`config.mk`:
```
export PLATFORM = sky130hd
export DESIGN_NAME = dvi_link_ctrl
export DESIGN_NICKNAME = d
export VERILOG_FILES = /design/src/rtl/dvi_link_ctrl.sv
export SDC_FILE = /design/constraint.sdc
export NUM_CORES = 1
export LEC_CHECK = 0
export CELL_PAD_IN_SITES_DETAIL_PLACEMENT = 1
export CELL_PAD_IN_SITES_GLOBAL_PLACEMENT = 1
export CORE_MARGIN = 4
export CORE_UTILIZATION = 40
export DETAILED_ROUTE_END_ITERATION = 8
export PLACE_DENSITY = 0.75
export SYNTH_ARGS = -nofsm -noshare
export SYNTH_HDL_FRONTEND = slang
export SYNTH_SLANG_ARGS = --single-unit
```
`constraint.sdc`:
```
create_clock -name clk_x5 -period 4.9 [get_ports clk_x5]
set_input_delay 1.225 -clock clk_x5 [delete_from_list [all_inputs] [get_ports clk_x5]]
set_output_delay 1.225 -clock clk_x5 [all_outputs]
set_load 0.05 [all_outputs]
```
`src/rtl/dvi_link_ctrl.sv`:
```
// ============================================================================
// Module   : dvi_link_ctrl
// Brief    : Pixel-clock supervision and lane reset/enable sequencing for the
//            DVI transmit path, running in the 5x bit-clock domain.
// Revision : 1.0
// ============================================================================
`default_nettype none

module dvi_link_ctrl #(
    parameter int LOCK_EDGES    = 16,
    parameter int SETTLE_CYCLES = 64,
    parameter int HOLD_CYCLES   = 32,
    parameter int W_ERR         = 8
) (
    input  logic             clk_x5,
    input  logic             rst_n_x5,
    input  logic             enable,
    input  logic             pix_toggle,
    input  logic             clr_err,
    output logic             lane_rst_n,
    output logic             out_en,
    output logic             locked,
    output logic [2:0]       state,
    output logic [W_ERR-1:0] err_count
);

    typedef enum logic [2:0] {
        ST_OFF      = 3'd0,
        ST_WAIT_CLK = 3'd1,
        ST_SETTLE   = 3'd2,
        ST_RUN      = 3'd3,
        ST_FAULT    = 3'd4
    } state_t;

    localparam logic [7:0] LOCK_LAST   = 8'(LOCK_EDGES - 1);
    localparam logic [9:0] SETTLE_LAST = 10'(SETTLE_CYCLES - 1);
    localparam logic [9:0] HOLD_LAST   = 10'(HOLD_CYCLES - 1);

    logic             en_s1_q, en_s2_q;
    logic             pt_s1_q, pt_s2_q, pt_s3_q;
    logic [3:0]       ivl_q, ivl_d;
    state_t           state_q, state_d;
    logic [7:0]       good_cnt_q, good_cnt_d;
    logic [9:0]       tmr_q, tmr_d;
    logic [W_ERR-1:0] err_q, err_d;
    logic             lane_rst_n_q, lane_rst_n_d;
    logic             out_en_q, out_en_d;
    logic             locked_q, locked_d;

    logic hb_edge;
    logic good_edge;
    logic fault;
    logic err_inc;

    // Heartbeat measurement: the interval is judged on the pre-load ivl value.
    always_comb begin
        hb_edge   = pt_s2_q ^ pt_s3_q;
        good_edge = hb_edge && (ivl_q >= 4'd4) && (ivl_q <= 4'd6);
        // ivl only passes through 8 once per gap, so the timeout fires once
        fault     = (hb_edge && !good_edge) || (!hb_edge && (ivl_q == 4'd8));
        if (hb_edge) begin
            ivl_d = 4'd1;
        end else if (ivl_q != 4'd15) begin
            ivl_d = ivl_q + 4'd1;
        end else begin
            ivl_d = ivl_q;
        end
    end

    always_comb begin
        state_d    = state_q;
        good_cnt_d = good_cnt_q;
        tmr_d      = tmr_q;
        err_inc    = 1'b0;
        if (!en_s2_q) begin
            state_d    = ST_OFF;
            good_cnt_d = 8'd0;
            tmr_d      = 10'd0;
        end else begin
            case (state_q)
                ST_OFF: begin
                    state_d    = ST_WAIT_CLK;
                    good_cnt_d = 8'd0;
                end
                ST_WAIT_CLK: begin
                    if (fault) begin
                        good_cnt_d = 8'd0;
                    end else if (good_edge) begin
                        if (good_cnt_q == LOCK_LAST) begin
                            state_d    = ST_SETTLE;
                            good_cnt_d = 8'd0;
                            tmr_d      = 10'd0;
                        end else begin
                            good_cnt_d = good_cnt_q + 8'd1;
                        end
                    end
                end
                ST_SETTLE: begin
                    if (fault) begin
                        state_d    = ST_WAIT_CLK;
                        good_cnt_d = 8'd0;
                    end else if (tmr_q == SETTLE_LAST) begin
                        state_d = ST_RUN;
                    end else begin
                        tmr_d = tmr_q + 10'd1;
                    end
                end
                ST_RUN: begin
                    if (fault) begin
                        state_d = ST_FAULT;
                        tmr_d   = 10'd0;
                        err_inc = 1'b1;
                    end
                end
                ST_FAULT: begin
                    if (tmr_q == HOLD_LAST) begin
                        state_d    = ST_WAIT_CLK;
                        good_cnt_d = 8'd0;
                    end else begin
                        tmr_d = tmr_q + 10'd1;
                    end
                end
                default: begin
                    state_d = ST_OFF;
                end
            endcase
        end

        // A clear wins over a coincident fault increment.
        if (clr_err) begin
            err_d = '0;
        end else if (err_inc && (err_q != {W_ERR{1'b1}})) begin
            err_d = err_q + W_ERR'(1);
        end else begin
            err_d = err_q;
        end

        lane_rst_n_d = (state_d == ST_SETTLE) || (state_d == ST_RUN);
        out_en_d     = (state_d == ST_RUN);
        locked_d     = (state_d == ST_RUN);
    end

    always_ff @(posedge clk_x5 or negedge rst_n_x5) begin
        if (!rst_n_x5) begin
            en_s1_q      <= 1'b0;
            en_s2_q      <= 1'b0;
            pt_s1_q      <= 1'b0;
            pt_s2_q      <= 1'b0;
            pt_s3_q      <= 1'b0;
            ivl_q        <= 4'd0;
            state_q      <= ST_OFF;
            good_cnt_q   <= 8'd0;
            tmr_q        <= 10'd0;
            err_q        <= '0;
            lane_rst_n_q <= 1'b0;
            out_en_q     <= 1'b0;
            locked_q     <= 1'b0;
        end else begin
            en_s1_q      <= enable;
            en_s2_q      <= en_s1_q;
            pt_s1_q      <= pix_toggle;
            pt_s2_q      <= pt_s1_q;
            pt_s3_q      <= pt_s2_q;
            ivl_q        <= ivl_d;
            state_q      <= state_d;
            good_cnt_q   <= good_cnt_d;
            tmr_q        <= tmr_d;
            err_q        <= err_d;
            lane_rst_n_q <= lane_rst_n_d;
            out_en_q     <= out_en_d;
            locked_q     <= locked_d;
        end
    end

    assign lane_rst_n = lane_rst_n_q;
    assign out_en     = out_en_q;
    assign locked     = locked_q;
    assign state      = state_q;
    assign err_count  = err_q;

endmodule

`default_nettype wire

```
==> results of run 1 <==
==> layer usage <==
layer  share of wire [%]  vias up  track usage, %
met1                  47      886            22.3
met4                0.92        0            3.99
met3                 2.5        4            3.36
met5                   0        -               0
met2                  50       16            27.7
li1                    -      881               -
==> layout make-up <==
type	instances	area [um2]
inverters	11	41.3
clock inverters	3	42.5
repair buffers	18	175
clock buffers	5	68.8
well taps	70	87.6
flip-flops and latches	40	1000
fillers	628	2680
multi-input cells	175	1100
==> final timing paths <==
path                            depth (start not counted)               start                  endpoint  slack, ns
worst max-delay path                                    1  state[1]$_DFF_PN0_                  state[1]       1.86
worst min-delay path                                    0   en_s1_q$_DFF_PN0_         en_s2_q$_DFF_PN0_       0.36
worst max register to register                          6  state[1]$_DFF_PN0_      tmr_q[3]$_DFFE_PN0P_       2.45
worst min register to register                          0   en_s1_q$_DFF_PN0_         en_s2_q$_DFF_PN0_       0.36
max in group asynchronous                               1            rst_n_x5      lane_rst_n$_DFF_PN0_       3.30
min in group asynchronous                               1            rst_n_x5  err_count[3]$_DFFE_PN0P_       1.05
==> cell families after synthesis <==
| kind of cell | count (synthesis) |
|---|---|
| buffers and inverters | 22 |
| DFF | 40 |
| AOI/OAI and AO/OA | 61 |
| xor gates and xnor gates | 9 |
| and+or+nand+nor | 96 |
| muxes | 4 |
| adders and majority gates | 5 |
==> state kept, by name (all words and copies together) (netlist names), 3 cells and up <==
| name | cells |
|---|---|
| err_count | 8 |
| tmr_q | 10 |
| state | 3 |
| good_cnt_q | 8 |
| ivl_q | 4 |
==> power groups by stage <==
stage	Sequential, mW	Clock (mW)	Combinational [mW]
final	0.352	0.275	0.0626
after global routing	0.354	0.295	0.0722
after CTS	0.352	0.280	0.0641
after detailed placement	0.359	0	0.0636
after global placement	0.358	0	0.0622
after floorplan	0.356	0	0.0422
==> cell usage in the layout (no fill, tap or decap), drive strengths merged, types with 4 or more instances in the layout <==
cell            n
a21oi          13
a31oi          14
and3            6
clkbuf          5
clkdlybuf4s50  17
dfrtp          40
ha              5
inv            11
nand2          26
nand2b          6
nand3           9
nand4           4
nor2           19
nor3            7
o211ai          4
o21ai          19
xnor2           6
==> per-stage QoR <==
stage	power, mW	utilization (%)	hold slack, ns	cells
4_1_cts	0.696	48.4	0.368	322
6_report	0.690	48.4	0.363	322
3_5_place_dp	0.422	46.3	0.349	314
3_3_place_gp	0.420	46.3	0.333	314
2_1_floorplan	0.398	-	0.331	237
5_1_grt	0.722	48.4	0.373	322
==> flow_summary.yaml, run 1 <==
run_status:
  outcome: "completed"
place:
  dp.final_hpwl_um: 3550
  port-buffer-count: 18
  place_congestion: 0.737
  placedInstanceArea_um2: 2410
  dpl_worst_slack_ns: 2.17
setup_path:
  crit_path_end_kind: "primary output"
  slowest_stage: "clkdlybuf4s50_1"
  crit_family: "buffers and inverters"
  arrival_ns: 1.82
  cp.required_ns: 3.67
  crit_type: "reg2out"
  worstPathMaxFanout: 15
  cp-start-kind: "flop"
  max_stage_delay_ns: 0.90
  worstPathCellList: "clkdlybuf4s50_1"
  critPathBufInv: 1
synth:
  ys_top_cells_by_count: "dfrtp_1, nand2_1, nor2_1, o21ai_0, a31oi_1"
  synth_top_family_by_area: "simple AND/OR/NAND/NOR gates"
  synth_seq_cells: 40
  synthArstFlopShare_pct: 100
  synth_top_area_share_pct: 45.5
  ys_warn_count: 0
  synthMuxAreaShare_pct: 1.88
  synth_fa_ha_area_share_pct: 2.84
  synthFlopType: "dfrtp_1"
  yosysMostFrequentCell: "dfrtp_1"
  synth_area_per_cell_um2: 9.29
  syn_inst: 237
  yosysSeqAreaShare_pct: 45.5
  synth_edf_count: 0
  synthSimpleGateAreaFrac_pct: 24.2
  synth_area_um2: 2200
  synth_xor_area_share_pct: 3.92
  synth_compound_area_share_pct: 17.4
  synth_area_leaders: "dfrtp_1, nand2_1, o21ai_0"
  yosysTopAreaCell: "dfrtp_1"
  synth_cell_types: 50
  syn-num-nets: 247
timing:
  hold_viol_final: 0
  setup_violations: 0
  rsz0062_at_grt: "no"
  fin_crit_sh_pct: 62.1
  drv_slew: 0
  worst_pin_slew_ns: 0.890
  setup_slack_ns: 1.86
  fmax_mhz: 328
  skew_ns: 0.00279
  period_needed_ns: 3.04
  relSlewSlack_pct: 40.6
  fin_setup_tns_ns: 0
pwr:
  comb_power_share_pct: 9.1
  p_switching_mw: 0.179
  powerDensity_nw_per_um2: 274
  ir_worst_vdd_mv: 0.179
  swShare_pct: 25.9
  leakagePower_nw: 1.04
  internal-power_mw: 0.511
  seqPwrFrac_pct: 51.0
  clock_power_share_pct: 39.9
clock_network:
  holdBufCountCts: 0
  insertion_delay_ns: 0.29
  cts_root_buf: "clkbuf_8"
  clockBufferDepth: 2
  clk_pin_slew_ns: 0.08
  htreeDepth: 2
  cts_tree: "yes"
  cts-resized-gates: 0
  postCtsSetupBuffers: 0
  numCtsBuffers: 5
  cts.sinks: 40
layout:
  num_antenna_cells: 0
  final_layout_size_suffix_gt1_share_pct: 7.94
  syn2layout_area_growth_pct: 14.6
  fin_nets: 261
  final_cell_area_um2: 2520
run:
  drv_cap: 0
detailed_routing:
  vias_per_cell: 5.55
  drt_pass1_iterations: 4
  ant_nets: 0
  wire_per_inst_um: 15.5
  drt_wl_total_um: 5000
  vias: 1787
  route.detailed.drc: 0
  first_iter_violations: 70
floorplan:
  initial_core_util_pct: 42.3
  io-pin-count: 19
  placement_rows: 26
  die_h_um: 82.2
  core_area_um2: 5200
  chipWidth_um: 82.2
  die-area_um2: 6750
grt:
  grt.overflow.total: 0
  grt_pass1_vias: 1774
  grt_pass1_wl_um: 8690
  antenna_found_initial: 0
  gr-usage-all-layers_pct: 16.7
  grt_start_max_net_pins: 41
worst_hold_path:
  min-delay-path-class: "reg2reg"
No activity file was read; power rests on OpenSTA's default activity.
==> inputs of run 2 (changes only) <==
==> constraint.sdc (replaced) <==
create_clock -name clk_x5 -period 2.91 [get_ports clk_x5]
set_input_delay 0.7275 -clock clk_x5 [delete_from_list [all_inputs] [get_ports clk_x5]]
set_output_delay 0.7275 -clock clk_x5 [all_outputs]
set_load 0.05 [all_outputs]
==> flow_summary.yaml, run 2 (synthesis gave the netlist of run 1 again) <==
layout:
  largest_register_ffs: 10
  final_cell_mix: "dfrtp_1, nand2_1, o21ai_0, nor2_1, clkdlybuf4s50_1"
  layout_commonest_cell: "dfrtp_1"
  num_antenna_cells: 0
  final_cell_area_um2: 2550
  largest_register: "tmr_q"
  syn2layout_area_growth_pct: 15.7
  final_layout_size_suffix_gt1_share_pct: 7.94
  fin_nets: 262
place:
  port-buffer-count: 18
  placedInstanceArea_um2: 2420
  place_congestion: 0.768
  dp.final_hpwl_um: 3640
run_status:
  outcome: "completed"
setup_path:
  slowest_stage: "clkdlybuf4s50_1"
  worstPathCellList: "clkdlybuf4s50_1"
  worstPathMaxFanout: 15
  arrival_ns: 1.83
  r2r-start: "state[2]$_DFF_PN0_"
  critPathBufInv: 1
  cp-start-kind: "flop"
  max_stage_delay_ns: 0.90
  crit_type: "reg2out"
  worstSetupStartpoint: "state[1]$_DFF_PN0_"
  cp.required_ns: 2.18
  crit_family: "buffers and inverters"
  crit_path_end_kind: "primary output"
timing:
  fmax_mhz: 391
  fin_crit_sh_pct: 87.9
  drv_slew: 0
  fin_setup_tns_ns: 0
  worst_pin_slew_ns: 0.911
  period_needed_ns: 2.56
  skew_ns: 0.00924
  rsz0062_at_grt: "no"
  relSlewSlack_pct: 39.3
  hold_viol_final: 0
  setup_violations: 0
detailed_routing:
  wire_per_inst_um: 16.4
  first_iter_violations: 135
  route.detailed.drc: 0
  vias: 1829
  drt_pass1_iterations: 4
  ant_nets: 0
  vias_per_cell: 5.68
  drt_wl_total_um: 5270
floorplan:
  placement_rows: 26
  chipWidth_um: 82.2
  die_h_um: 82.2
  core_area_um2: 5200
  initial_core_util_pct: 42.3
  die-area_um2: 6750
  io-pin-count: 19
clock_network:
  postCtsSetupBuffers: 0
  cts.sinks: 40
  insertion_delay_ns: 0.29
  cts-resized-gates: 0
  numCtsBuffers: 5
  clockBufferDepth: 2
  holdBufCountCts: 0
  htreeDepth: 2
  clk_pin_slew_ns: 0.08
  cts_tree: "yes"
  cts_root_buf: "clkbuf_8"
pwr:
  powerDensity_nw_per_um2: 484
  ir_worst_vdd_mv: 0.241
  leakagePower_nw: 1.05
grt:
  grt_pass1_vias: 1800
  gr-usage-all-layers_pct: 17.0
  grt.overflow.total: 0
  antenna_found_initial: 0
  grt_start_max_net_pins: 41
  grt_pass1_wl_um: 8890
worst_hold_path:
  min_from: "en_s1_q$_DFF_PN0_"
  min-delay-path-class: "reg2reg"
run:
  drv_cap: 0
[run 2: cell count changes in the layout (fill, tap and decap cells not counted), sizes merged]
| cell | delta |
|---|---|
| buf | +1 |
| clkinv | -1 |
| clkinvlp | -1 |
| bufinv | +1 |
[run 2: worst paths after layout]
path                                            end  slack (ns)  cells after the start
min in group asynchronous  err_count[4]$_DFFE_PN0P_        0.57                      1
hold / removal                    en_s2_q$_DFF_PN0_        0.37                      0
setup reg to reg           err_count[3]$_DFFE_PN0P_        0.51                      5
setup / recovery                           state[1]        0.35                      1
hold reg to reg                   en_s2_q$_DFF_PN0_        0.37                      0
max in group asynchronous      tmr_q[4]$_DFFE_PN0P_        1.78                      1
[run 2: routing by layer]
| layer | share of wire, % | vias up | global-route usage [%] |
|---|---|---|---|
| li1 | - | 881 | - |
| met1 | 48 | 915 | 23.5 |
| met2 | 48 | 26 | 26.7 |
| met3 | 2.8 | 7 | 3.69 |
| met4 | 1.4 | 0 | 5.32 |
| met5 | 0 | - | 0 |
[run 2: through the flow]
step                instances  setup WS, ns  util (%)  hold WS [ns]  power, mW
floorplan                 237         0.766         -         0.331      0.670
global placement          315         0.601      46.4         0.335      0.706
detailed placement        315         0.558      46.4         0.351      0.713
CTS                       322         0.343      48.9         0.373       1.25
global route              322         0.259      48.9         0.377       1.29
finish                    322         0.352      48.9         0.368       1.23
[run 2: layout make-up]
class,instances,area [um2]
fillers,629,2660
repair buffers,19,183
multi-input cells,175,1100
well taps,70,87.6
flip-flops and latches,40,1000
inverters,11,41.3
clock buffers,5,68.8
clock inverters,2,60.1
[run 2: power breakdown]
group	switching, mW	leakage, nW	total, mW	internal [mW]
sequential	0.0225	0.540	0.592	0.570
clock	0.194	0.0642	0.532	0.338
combinational	0.0708	0.451	0.108	0.0371
==> inputs of run 3 (changes only) <==
--- a/config.mk
+++ b/config.mk
@@ -5,10 +5,12 @@
 export SDC_FILE = /design/constraint.sdc
 export NUM_CORES = 1
 export LEC_CHECK = 0
+export ABC_CLOCK_PERIOD_IN_PS = 2910
 export CELL_PAD_IN_SITES_DETAIL_PLACEMENT = 1
 export CELL_PAD_IN_SITES_GLOBAL_PLACEMENT = 1
 export CORE_MARGIN = 4
 export CORE_UTILIZATION = 40
+export CTS_CLUSTER_SIZE = 30
 export DETAILED_ROUTE_END_ITERATION = 8
 export PLACE_DENSITY = 0.75
 export SYNTH_ARGS = -nofsm -noshare
==> results of run 3 <==
No change in the layout: final DEF, timing and power equal those of run 2.
